==> config.mk <==
export PLATFORM = sky130hd
export DESIGN_NAME = cpu_ctrl_fsm_v2
export DESIGN_NICKNAME = d
export VERILOG_FILES = /design/src/rtl/cpu_pkg.sv /design/src/rtl/ctrl_wait_timer.sv /design/src/rtl/cpu_ctrl_fsm_v2.sv
export SDC_FILE = /design/constraint.sdc
export NUM_CORES = 1
export LEC_CHECK = 0
export BUFFER_PORTS_ARGS = -buffer_cell sky130_fd_sc_hd__clkbuf_2
export CAP_MARGIN = 20
export CORE_UTILIZATION = 45
export CTS_BUF_LIST = sky130_fd_sc_hd__clkbuf_4 sky130_fd_sc_hd__clkbuf_8
export CTS_CLUSTER_SIZE = 16
export DETAILED_ROUTE_END_ITERATION = 10
export PLACE_DENSITY_LB_ADDON = 0.2
export SLEW_MARGIN = 10
export SYNTH_ARGS = -nofsm -noshare
export SYNTH_HDL_FRONTEND = slang
export SYNTH_SLANG_ARGS = --single-unit
==> constraint.sdc <==
create_clock -name clk -period 3.34 [get_ports clk]
set_clock_uncertainty 0.15 [all_clocks]
set_input_delay 0.501 -clock clk [delete_from_list [all_inputs] [get_ports clk]]
set_output_delay 0.501 -clock clk [all_outputs]
set_load 0.01 [all_outputs]
==> src/rtl/cpu_pkg.sv <==
`default_nettype none
// +----------------------------------------------------------------------+
// | cpu_pkg : opcodes, controller state codes and fetch-path encodings    |
// | Revision: 2.0                                                         |
// +----------------------------------------------------------------------+
package cpu_pkg;

  localparam logic [3:0] OP_NOP  = 4'h0;
  localparam logic [3:0] OP_LDO  = 4'h1;
  localparam logic [3:0] OP_LDA  = 4'h2;
  localparam logic [3:0] OP_STO  = 4'h3;
  localparam logic [3:0] OP_PRE  = 4'h4;
  localparam logic [3:0] OP_ADD  = 4'h5;
  localparam logic [3:0] OP_LDM  = 4'h6;
  localparam logic [3:0] OP_ADN  = 4'h7;
  localparam logic [3:0] OP_INC  = 4'h8;
  localparam logic [3:0] OP_DEC  = 4'h9;
  localparam logic [3:0] OP_JMP  = 4'hA;
  localparam logic [3:0] OP_CLR  = 4'hB;
  localparam logic [3:0] OP_RETI = 4'hC;
  localparam logic [3:0] OP_HLT  = 4'hF;

  localparam logic [1:0] FETCH_NONE = 2'b00;
  localparam logic [1:0] FETCH_MEM  = 2'b01;
  localparam logic [1:0] FETCH_REG  = 2'b10;

  typedef enum logic [4:0] {
    ST_IDLE     = 5'd0,
    ST_FETCH    = 5'd1,
    ST_DECODE   = 5'd2,
    ST_RD_REG1  = 5'd3,
    ST_RD_REG2  = 5'd4,
    ST_LDM1     = 5'd5,
    ST_LDM2     = 5'd6,
    ST_JMP1     = 5'd7,
    ST_JMP2     = 5'd8,
    ST_ALU      = 5'd9,
    ST_RET      = 5'd10,
    ST_OPA1     = 5'd11,
    ST_OPA2     = 5'd12,
    ST_LOAD     = 5'd13,
    ST_LOAD_END = 5'd14,
    ST_ST1      = 5'd15,
    ST_ST2      = 5'd16,
    ST_BOUND    = 5'd17,
    ST_IRQ      = 5'd18,
    ST_HALT     = 5'd19
  } state_e;

  // States that stall on mem_rdy and are guarded by the wait timer
  function automatic logic is_wait_state(input state_e s);
    return (s == ST_FETCH) || (s == ST_OPA2) || (s == ST_LOAD) || (s == ST_ST2);
  endfunction

endpackage
`default_nettype wire

==> src/rtl/ctrl_wait_timer.sv <==
`default_nettype none
// +----------------------------------------------------------------------+
// | ctrl_wait_timer : counts mem_rdy-low cycles, flags timeout at TMO     |
// | Revision: 2.0                                                         |
// +----------------------------------------------------------------------+
module ctrl_wait_timer #(
  parameter int TMO = 15
) (
  input  logic clk,
  input  logic rst,
  input  logic start,
  input  logic rdy,
  output logic done,
  output logic timeout
);

  localparam logic [7:0] LAST = 8'(TMO - 1);

  logic [7:0] cnt_q, cnt_d;

  // start clears for the first cycle of a new wait; saturates so it never wraps
  always_comb begin
    cnt_d = cnt_q;
    if (start) begin
      cnt_d = '0;
    end else if (!rdy && (cnt_q != LAST)) begin
      cnt_d = cnt_q + 8'd1;
    end
  end

  always_ff @(posedge clk or negedge rst) begin
    if (!rst) begin
      cnt_q <= '0;
    end else begin
      cnt_q <= cnt_d;
    end
  end

  // A ready in the final allowed cycle still wins over the timeout
  assign done    = rdy;
  assign timeout = !rdy && (cnt_q == LAST);

endmodule
`default_nettype wire

==> src/rtl/cpu_ctrl_fsm_v2.sv <==
`default_nettype none
// +----------------------------------------------------------------------+
// | cpu_ctrl_fsm_v2 : 8-bit CPU control sequencer with wait/irq/halt      |
// | Revision: 2.0                                                         |
// +----------------------------------------------------------------------+
module cpu_ctrl_fsm_v2
  import cpu_pkg::*;
#(
  parameter int OPW    = 4,
  parameter int TMO    = 15,
  parameter int IRQ_EN = 1
) (
  input  logic           clk,
  input  logic           rst,
  input  logic [OPW-1:0] ins,
  input  logic           mem_rdy,
  input  logic           irq,
  input  logic           resume,
  output logic           write_r,
  output logic           read_r,
  output logic           pc_en,
  output logic           pc_in,
  output logic           ac_ena,
  output logic           ram_ena,
  output logic           ram_write,
  output logic           ram_read,
  output logic           rom_ena,
  output logic           rom_read,
  output logic           ad_sel,
  output logic           im_int,
  output logic [1:0]     fetch,
  output logic           irq_ack,
  output logic           vec_load,
  output logic           pc_restore,
  output logic           illegal_op,
  output logic           halted,
  output logic           mem_err,
  output logic [4:0]     state_dbg
);

  state_e     state_q, state_d;
  logic       in_isr_q, in_isr_d;
  logic       mem_err_q, mem_err_d;
  logic [3:0] op;
  logic       tmr_start, tmr_done, tmr_timeout, irq_take;

  assign op = ins[OPW-1:OPW-4];

  generate
    if (IRQ_EN != 0) begin : g_irq
      assign irq_take = irq && !in_isr_q;
    end else begin : g_no_irq
      logic unused_irq;
      assign unused_irq = irq;
      assign irq_take   = 1'b0;
    end
    if (OPW > 4) begin : g_op_low
      logic unused_low;
      assign unused_low = ^ins[OPW-5:0];
    end
  endgenerate

  assign tmr_start = is_wait_state(state_d) && (state_d != state_q);

  ctrl_wait_timer #(.TMO(TMO)) u_wait_timer (
    .clk     (clk),
    .rst     (rst),
    .start   (tmr_start),
    .rdy     (mem_rdy),
    .done    (tmr_done),
    .timeout (tmr_timeout)
  );

  always_ff @(posedge clk or negedge rst) begin
    if (!rst) begin
      state_q   <= ST_IDLE;
      in_isr_q  <= 1'b0;
      mem_err_q <= 1'b0;
    end else begin
      state_q   <= state_d;
      in_isr_q  <= in_isr_d;
      mem_err_q <= mem_err_d;
    end
  end

  always_comb begin
    state_d    = state_q;
    in_isr_d   = in_isr_q;
    mem_err_d  = mem_err_q;
    write_r    = 1'b0;
    read_r     = 1'b0;
    pc_en      = 1'b0;
    pc_in      = 1'b0;
    ac_ena     = 1'b0;
    ram_ena    = 1'b0;
    ram_write  = 1'b0;
    ram_read   = 1'b0;
    rom_ena    = 1'b0;
    rom_read   = 1'b0;
    ad_sel     = 1'b0;
    im_int     = 1'b0;
    fetch      = FETCH_NONE;
    irq_ack    = 1'b0;
    vec_load   = 1'b0;
    pc_restore = 1'b0;
    illegal_op = 1'b0;
    halted     = 1'b0;

    case (state_q)
      ST_IDLE: state_d = ST_FETCH;
      ST_FETCH: begin
        rom_ena  = 1'b1;
        rom_read = 1'b1;
        fetch    = FETCH_MEM;
        if (tmr_done) state_d = ST_DECODE;
      end
      ST_DECODE: begin
        pc_en    = 1'b1;
        rom_ena  = 1'b1;
        rom_read = 1'b1;
        im_int   = (op == OP_ADN) || (op == OP_CLR);
        case (op)
          OP_NOP:                         state_d = ST_BOUND;
          OP_HLT:                         state_d = ST_HALT;
          OP_PRE, OP_ADD:                 state_d = ST_RD_REG1;
          OP_LDM:                         state_d = ST_LDM1;
          OP_JMP:                         state_d = ST_JMP1;
          OP_INC, OP_DEC, OP_ADN, OP_CLR: state_d = ST_ALU;
          OP_LDO, OP_LDA, OP_STO:         state_d = ST_OPA1;
          OP_RETI: begin
            // Returning without an active ISR has no shadow PC to restore
            if (in_isr_q) begin
              state_d = ST_RET;
            end else begin
              illegal_op = 1'b1;
              state_d    = ST_BOUND;
            end
          end
          default: begin
            illegal_op = 1'b1;
            state_d    = ST_BOUND;
          end
        endcase
      end
      ST_RD_REG1: begin
        read_r  = 1'b1;
        ac_ena  = 1'b1;
        fetch   = FETCH_REG;
        state_d = ST_RD_REG2;
      end
      ST_RD_REG2: begin
        read_r  = 1'b1;
        state_d = ST_BOUND;
      end
      ST_LDM1: begin
        ram_ena  = 1'b1;
        ram_read = 1'b1;
        ad_sel   = 1'b1;
        state_d  = ST_LDM2;
      end
      ST_LDM2: begin
        write_r = 1'b1;
        ac_ena  = 1'b1;
        state_d = ST_BOUND;
      end
      ST_JMP1: begin
        pc_en    = 1'b1;
        pc_in    = 1'b1;
        rom_ena  = 1'b1;
        rom_read = 1'b1;
        fetch    = FETCH_MEM;
        state_d  = ST_JMP2;
      end
      ST_JMP2: begin
        rom_ena  = 1'b1;
        rom_read = 1'b1;
        state_d  = ST_BOUND;
      end
      ST_ALU: begin
        ac_ena   = 1'b1;
        rom_ena  = 1'b1;
        rom_read = 1'b1;
        state_d  = ST_BOUND;
      end
      ST_RET: begin
        pc_restore = 1'b1;
        in_isr_d   = 1'b0;
        state_d    = ST_BOUND;
      end
      ST_OPA1, ST_OPA2: begin
        ac_ena   = 1'b1;
        rom_ena  = 1'b1;
        rom_read = 1'b1;
        fetch    = FETCH_REG;
        if (state_q == ST_OPA1) begin
          state_d = ST_OPA2;
        end else begin
          pc_en = 1'b1;
          if (tmr_done) begin
            if (op == OP_STO)                        state_d = ST_ST1;
            else if ((op == OP_LDO) || (op == OP_LDA)) state_d = ST_LOAD;
            else                                     state_d = ST_BOUND;
          end
        end
      end
      ST_LOAD: begin
        write_r = 1'b1;
        ac_ena  = 1'b1;
        ad_sel  = 1'b1;
        fetch   = FETCH_MEM;
        if (op == OP_LDA) begin
          ram_ena  = 1'b1;
          ram_read = 1'b1;
        end else begin
          rom_ena  = 1'b1;
          rom_read = 1'b1;
        end
        if (tmr_done) state_d = ST_LOAD_END;
      end
      ST_LOAD_END: state_d = ST_BOUND;
      ST_ST1: begin
        read_r  = 1'b1;
        state_d = ST_ST2;
      end
      ST_ST2: begin
        read_r    = 1'b1;
        ram_ena   = 1'b1;
        ram_write = 1'b1;
        ad_sel    = 1'b1;
        if (tmr_done) state_d = ST_BOUND;
      end
      ST_BOUND: state_d = irq_take ? ST_IRQ : ST_FETCH;
      ST_IRQ: begin
        irq_ack  = 1'b1;
        vec_load = 1'b1;
        pc_in    = 1'b1;
        in_isr_d = 1'b1;
        state_d  = ST_FETCH;
      end
      ST_HALT: begin
        halted = 1'b1;
        // An interrupt wake-up goes through BOUND so the vector is taken there
        if (irq_take || resume) state_d = ST_BOUND;
      end
      default: state_d = ST_IDLE;
    endcase

    if (is_wait_state(state_q) && tmr_timeout) begin
      state_d   = ST_HALT;
      mem_err_d = 1'b1;
    end
  end

  assign mem_err   = mem_err_q;
  assign state_dbg = state_q;

endmodule
`default_nettype wire
==> results of run 1 <==
[area by class of cell]
class / instances / area [sq um]
fill: 381 / 1750
multi-input combinational: 197 / 1290
sequential: 15 / 375
timing repair buffer: 40 / 218
tap: 48 / 60.1
clock buffer: 4 / 48.8
inverter: 8 / 30.0
[report_power, final]
group          switching, W  internal, W  total (W)
clock             0.0000638    0.0000926   0.000156
combinational      0.000822     0.000584    0.00141
sequential         0.000148     0.000246   0.000394
total               0.00103     0.000923    0.00196
[worst reg2reg max path, cell delays in order (launching register included)]
cell,delay (ps)
dfrtp_1,770
inv_1,310
nand4_1,320
o221ai_1,200
or4_1,710
a2bb2oi_1,190
nand3_1,80
[worst min path at each step]
stage,to,slack (ps),cells past startpoint
global route,u_wait_timer.cnt_q[7]$_DFFE_PN0P_,40,1
detailed placement,state_dbg[0]$_DFF_PN0_,290,1
finish,u_wait_timer.cnt_q[7]$_DFFE_PN0P_,20,1
global placement,state_dbg[0]$_DFF_PN0_,290,1
floorplan,in_isr_q$_DFFE_PN0P_,60,0
CTS,u_wait_timer.cnt_q[7]$_DFFE_PN0P_,20,1
[registers in the layout, indices dropped and copies added (netlist names)]
signal,flops
in_isr_q,1
mem_err,1
state_dbg,5
u_wait_timer.cnt_q,8
[logic make-up after synthesis]
| logic type | after synthesis |
|---|---|
| DFF | 15 |
| xor gates and xnor gates | 10 |
| AOI/OAI and AO/OA | 46 |
| buffers and inverters | 28 |
| and+or+nand+nor | 139 |
| adders and majority gates | 2 |
[cells in the mapped netlist, drive strengths merged, types with 3 or more instances]
library cell / count / area (sq um)
nor2b: 8 / 50.1
nand2b: 11 / 68.8
nor3b: 7 / 57.6
nand3b: 4 / 30.0
nand2: 20 / 75.1
inv: 7 / 26.3
and2: 6 / 40.0
nor2: 21 / 95.1
or3b: 6 / 52.6
xnor2: 7 / 61.3
or2: 5 / 31.3
a21oi: 12 / 63.8
dfrtp: 15 / 375
clkbuf: 5 / 20.0
a22oi: 3 / 22.5
nand4: 12 / 75.1
o21ai: 6 / 30.0
xor2: 3 / 26.3
nand3: 19 / 95.1
nor3: 4 / 20.0
buf: 15 / 100
[per-layer routing]
layer	vias to the layer above	part of all wire, %	track usage, %
met4	0	1.1	5.16
met2	66	46	38.7
met5	-	0	0
met3	11	6.4	3.82
met1	863	46	34.9
li1	924	-	-
[stage by stage]
stage                     utilization [%]  setup slack (ps)  instance area [sq um]  hold slack [ps]  total power [W]
after floorplan                         -               930                   1820             55.4          0.00147
after global placement               52.4               538                   1980              286          0.00179
after detailed placement             52.4               520                   1980              286          0.00179
after CTS                            53.7               517                   2030             18.6          0.00196
after global routing                 53.7               318                   2030             39.0          0.00215
final                                53.7               507                   2030             19.0          0.00196
==> flow_summary.json, run 1 <==
{
  "post-route-period-util_pct": 84.8,
  "syn_nets": 251,
  "syn_area_per_cell_sq_um": 7.58,
  "dpl.cell_count": 308,
  "fp-row-count": 22,
  "synthAdderAreaFrac_pct": 1.38,
  "cts_buffers": 3,
  "ios": 34,
  "drc_errors": 0,
  "synth_edf_count": 0,
  "synth_top_family_by_area": "simple AND/OR/NAND/NOR gates",
  "htree_levels": 1,
  "final-hold-violation-count": 0,
  "path_buf_inv": 1,
  "yosysWarnings": 0,
  "cts_setup_buffers": 0,
  "slew_violations": 0,
  "finalNetCount": 276,
  "drt.antenna.violating_nets": 0,
  "worstMarginPinSlew_ps": 666,
  "worstPathArrival_ps": 2820,
  "syn_area_sq_mm": 0.00182,
  "cts_sinks": 15,
  "grt_pass1_wl_microns": 8130,
  "synthMuxAreaShare_pct": 0,
  "cts_tree": "built",
  "wl_per_cell_microns": 15.4,
  "path_clk_slew_ps": 60,
  "ir_worst_vdd_v": 0.000422,
  "cp.required_ps": 3330,
  "die-width_microns": 65.6,
  "synth-xor-area-share_pct": 4.81,
  "p_leak_nw": 0.867,
  "criticalPathCategory": "flop to flop",
  "cts_buffer_depth": 2,
  "hold_class": "input port to async pin",
  "core-area_sq_mm": 0.00377,
  "initial_core_util_pct": 48.2,
  "dp_hpwl_microns": 3550,
  "ys_seq_area_share_pct": 20.6,
  "num_vias": 1864,
  "mostFrequentLayoutCell": "clkbuf_2",
  "vias_per_cell": 5.97,
  "worst_r2r_path_depth": 6,
  "critPathCapture": "u_wait_timer.cnt_q[1]$_DFFE_PN0P_",
  "grt_max_degree": 25,
  "rr_endpoint": "u_wait_timer.cnt_q[1]$_DFFE_PN0P_",
  "die_area_sq_mm": 0.00430,
  "port_buffers": 33,
  "outcome": "finished clean",
  "synth_ff_type": "dfrtp_1",
  "powerDensity_mw_per_mm2": 966,
  "track_usage_pct": 24.5,
  "area_growth_syn_to_layout_pct": 11.3,
  "finalWeightedCongestion": 0.890,
  "antenna_found_initial": 0,
  "r2r_start": "state_dbg[1]$_DFF_PN0_",
  "ys_ff_latch": 15,
  "first_global_vias": 1666,
  "synth_compound_area_share_pct": 18.6,
  "post_cts_resized": 0,
  "path_cells": "inv_1 -> nand4_1 -> o221ai_1 -> or4_1 -> a2bb2oi_1 -> nand3_1",
  "drive_above_1_share_pct": 22.3,
  "stdcell_count": 312,
  "clock-root-buffer": "clkbuf_8",
  "synthSimpleGateAreaFrac_pct": 46.4,
  "final_cell_mix": "33 x clkbuf_2, 20 x nor2_1, 20 x nand2_1",
  "grt_overflow_total": 0,
  "synth_cell_type_count": 64,
  "maxCapViolCount": 0,
  "cp.depth": 6,
  "die_h_microns": 65.6,
  "hold_buffers": 0,
  "cp_slowest_cell": "dfrtp_1",
  "drt_iter0_markers": 231,
  "crit_family": "simple AND/OR/NAND/NOR gates",
  "setup_violations": 0,
  "first_pass_iters": 4,
  "slowest_delay_ps": 770,
  "critical_path.startpoint": "state_dbg[1]$_DFF_PN0_",
  "crit_fanout": 24,
  "relSlewSlack_pct": 55.6,
  "startpoint_type": "flop",
  "finalSetupTns_ps": 0,
  "synthArstFlopShare_pct": 100,
  "clk_latency_ps": 250,
  "antenna_cells": 0,
  "rsz0062_at_grt": "false",
  "drt_wl_total_microns": 4810,
  "synth_cells": 240,
  "cp-end-kind": "flop",
  "reg2reg_slack_ps": 510,
  "fmax_mhz": 353,
  "fin_crit_ps": 2830
}
(Power assumes the default switching activity.)
==> inputs of run 2 (changes only) <==
- clock period: 3.34 -> 2.7 ns (I/O delays scaled with it)
==> run 2 against run 1 <==
Compared with the run above:
- clock power increased by 26%
- critical endpoint is now u_wait_timer.cnt_q[3]$_DFFE_PN0P_
- critical path depth grew 2
- utilization increased by 3.7 points
==> flow_summary.json, run 2 (synthesis gave the netlist of run 1 again) <==
{
  "ir_worst_vdd_v": 0.000600,
  "mostFrequentLayoutCell": "clkbuf_2",
  "criticalPathCategory": "flop to flop",
  "grt_overflow_total": 0,
  "track_usage_pct": 25.3,
  "path_cells": "buf_4 -> nor3b_2 -> nand2_2 -> o32a_1 -> nor3b_1 -> and2_4 -> or3b_1 -> nand4_1",
  "fmax_mhz": 391,
  "vias_per_cell": 5.96,
  "fin_crit_ps": 2560,
  "maxCapViolCount": 0,
  "htree_levels": 1,
  "core-area_sq_mm": 0.00377,
  "top_register": "u_wait_timer.cnt_q",
  "drt.antenna.violating_nets": 0,
  "clk_latency_ps": 250,
  "ios": 34,
  "cts_tree": "built",
  "dpl.cell_count": 322,
  "cts_buffer_depth": 2,
  "die-width_microns": 65.6,
  "area_growth_syn_to_layout_pct": 19.1,
  "cp-end-kind": "flop",
  "finalWeightedCongestion": 0.913,
  "hold_class": "flop to flop",
  "n_fill_cell": 342,
  "drt_iter0_markers": 211,
  "slew_violations": 0,
  "worstMarginPinSlew_ps": 493,
  "cts_buffers": 3,
  "placed_cell_area_sq_mm": 0.00208,
  "num_vias": 1956,
  "post-route-util_pct": 57.4,
  "stdcell_count": 328,
  "die_area_sq_mm": 0.00430,
  "path_clk_slew_ps": 60,
  "outcome": "finished clean",
  "die_h_microns": 65.6,
  "cp_slowest_cell": "dfrtp_2",
  "antenna_cells": 0,
  "wl_per_cell_microns": 15.4,
  "initial_core_util_pct": 48.2,
  "finalSetupTns_ps": 0,
  "port_buffers": 33,
  "first_pass_iters": 4,
  "post-route-period-util_pct": 94.8,
  "slowest_delay_ps": 490,
  "setup_violations": 0,
  "antenna_found_initial": 0,
  "grt_max_degree": 18,
  "drc_errors": 0,
  "final_area_sq_mm": 0.00217,
  "relSlewSlack_pct": 66.7,
  "crit_fanout": 16,
  "worstPathArrival_ps": 2590,
  "dp_hpwl_microns": 3850,
  "setup_ws_ps": 141,
  "finalNetCount": 292,
  "grt_pass1_wl_microns": 8410,
  "first_global_vias": 1748,
  "p_leak_nw": 0.950,
  "startpoint_type": "flop",
  "drive_above_1_share_pct": 28.6,
  "clock-root-buffer": "clkbuf_8",
  "final-hold-violation-count": 0,
  "cts_sinks": 15,
  "powerDensity_mw_per_mm2": 1180,
  "cp.required_ps": 2730,
  "largest_reg_flops": 8,
  "fp-row-count": 22,
  "rsz0062_at_grt": "false",
  "drt_wl_total_microns": 5060,
  "final_cell_mix": "33 x clkbuf_2, 22 x buf_4, 20 x nor2_1",
  "pre_cts_ws_ps": 25.5
}
-- run 2: cell count changes in the layout (fill, tap and decap cells not counted) --
cell / change
buf_4: +15
dfrtp_1: -2
dfrtp_2: +2
and4b_1: -1
and4b_2: +1
clkinv_1: -1
clkinvlp_4: +1
dlygate4sd3_1: +1
nand2_1: -1
nand2_2: +1
xnor2_1: -1
xnor2_2: +1
-- run 2: worst max-delay path, delay by kind of cell, from the launching register on --
family | cells | cell delay (ps)
simple gates | 6 | 1280
compound gates | 1 | 370
buf+inv | 1 | 190
flops | 1 | 490
-- run 2: layout make-up --
type	count	area, sq um	share of cell area, %
sequential	15	378	17.4
inverter	8	33.8	1.56
tap	48	60.1	2.77
clock buffer	4	48.8	2.25
timing repair buffer	56	340	15.7
multi-input combinational	197	1310	60.3
-- run 2: what timing repair did --
item                                    CTS  global route
endpoints found under the setup margin    0            10
buffers inserted                          0             1
hold buffers                              1             0
resized for setup                         0             6
hold endpoints to repair                 15             0
-- run 2: path summary, 6_finish.rpt --
check / cells after the start / to / slack, ps / from
min in group asynchronous: 2 / state_dbg[3]$_DFF_PN0_ / 460 / rst
worst min-delay path: 1 / mem_err$_DFFE_PN0P_ / 340 / mem_err$_DFFE_PN0P_
worst max-delay path: 8 / u_wait_timer.cnt_q[3]$_DFFE_PN0P_ / 140 / state_dbg[2]$_DFF_PN0_
worst max register to register: 8 / u_wait_timer.cnt_q[3]$_DFFE_PN0P_ / 140 / state_dbg[2]$_DFF_PN0_
max in group asynchronous: 2 / state_dbg[0]$_DFF_PN0_ / 1650 / rst
worst min register to register: 1 / mem_err$_DFFE_PN0P_ / 340 / mem_err$_DFFE_PN0P_
-- run 2: metrics by stage --
stage / total power (W) / hold slack, ps
after global placement: 0.00231 / 196
after global routing: 0.00277 / 358
after detailed placement: 0.00231 / 192
after CTS: 0.00252 / 349
final: 0.00256 / 342
after floorplan: 0.00182 / -40.6
-- run 2: power by group --
group	internal [W]	switching (W)	leakage, nW	total [W]
Combinational	0.000805	0.00110	0.731	0.00191
Sequential	0.000309	0.000147	0.193	0.000457
Clock	0.000115	0.0000814	0.0262	0.000196
-- run 2: per-layer routing --
layer / vias to the layer above / wire length, microns / track usage [%] / part of all wire (%)
li1: 960 / - / - / -
met1: 913 / 2360 / 35.9 / 47
met2: 77 / 2320 / 40.5 / 46
met3: 6 / 335 / 3.65 / 6.6
met4: 0 / 44 / 5.43 / 0.87
met5: - / 0 / 0 / 0
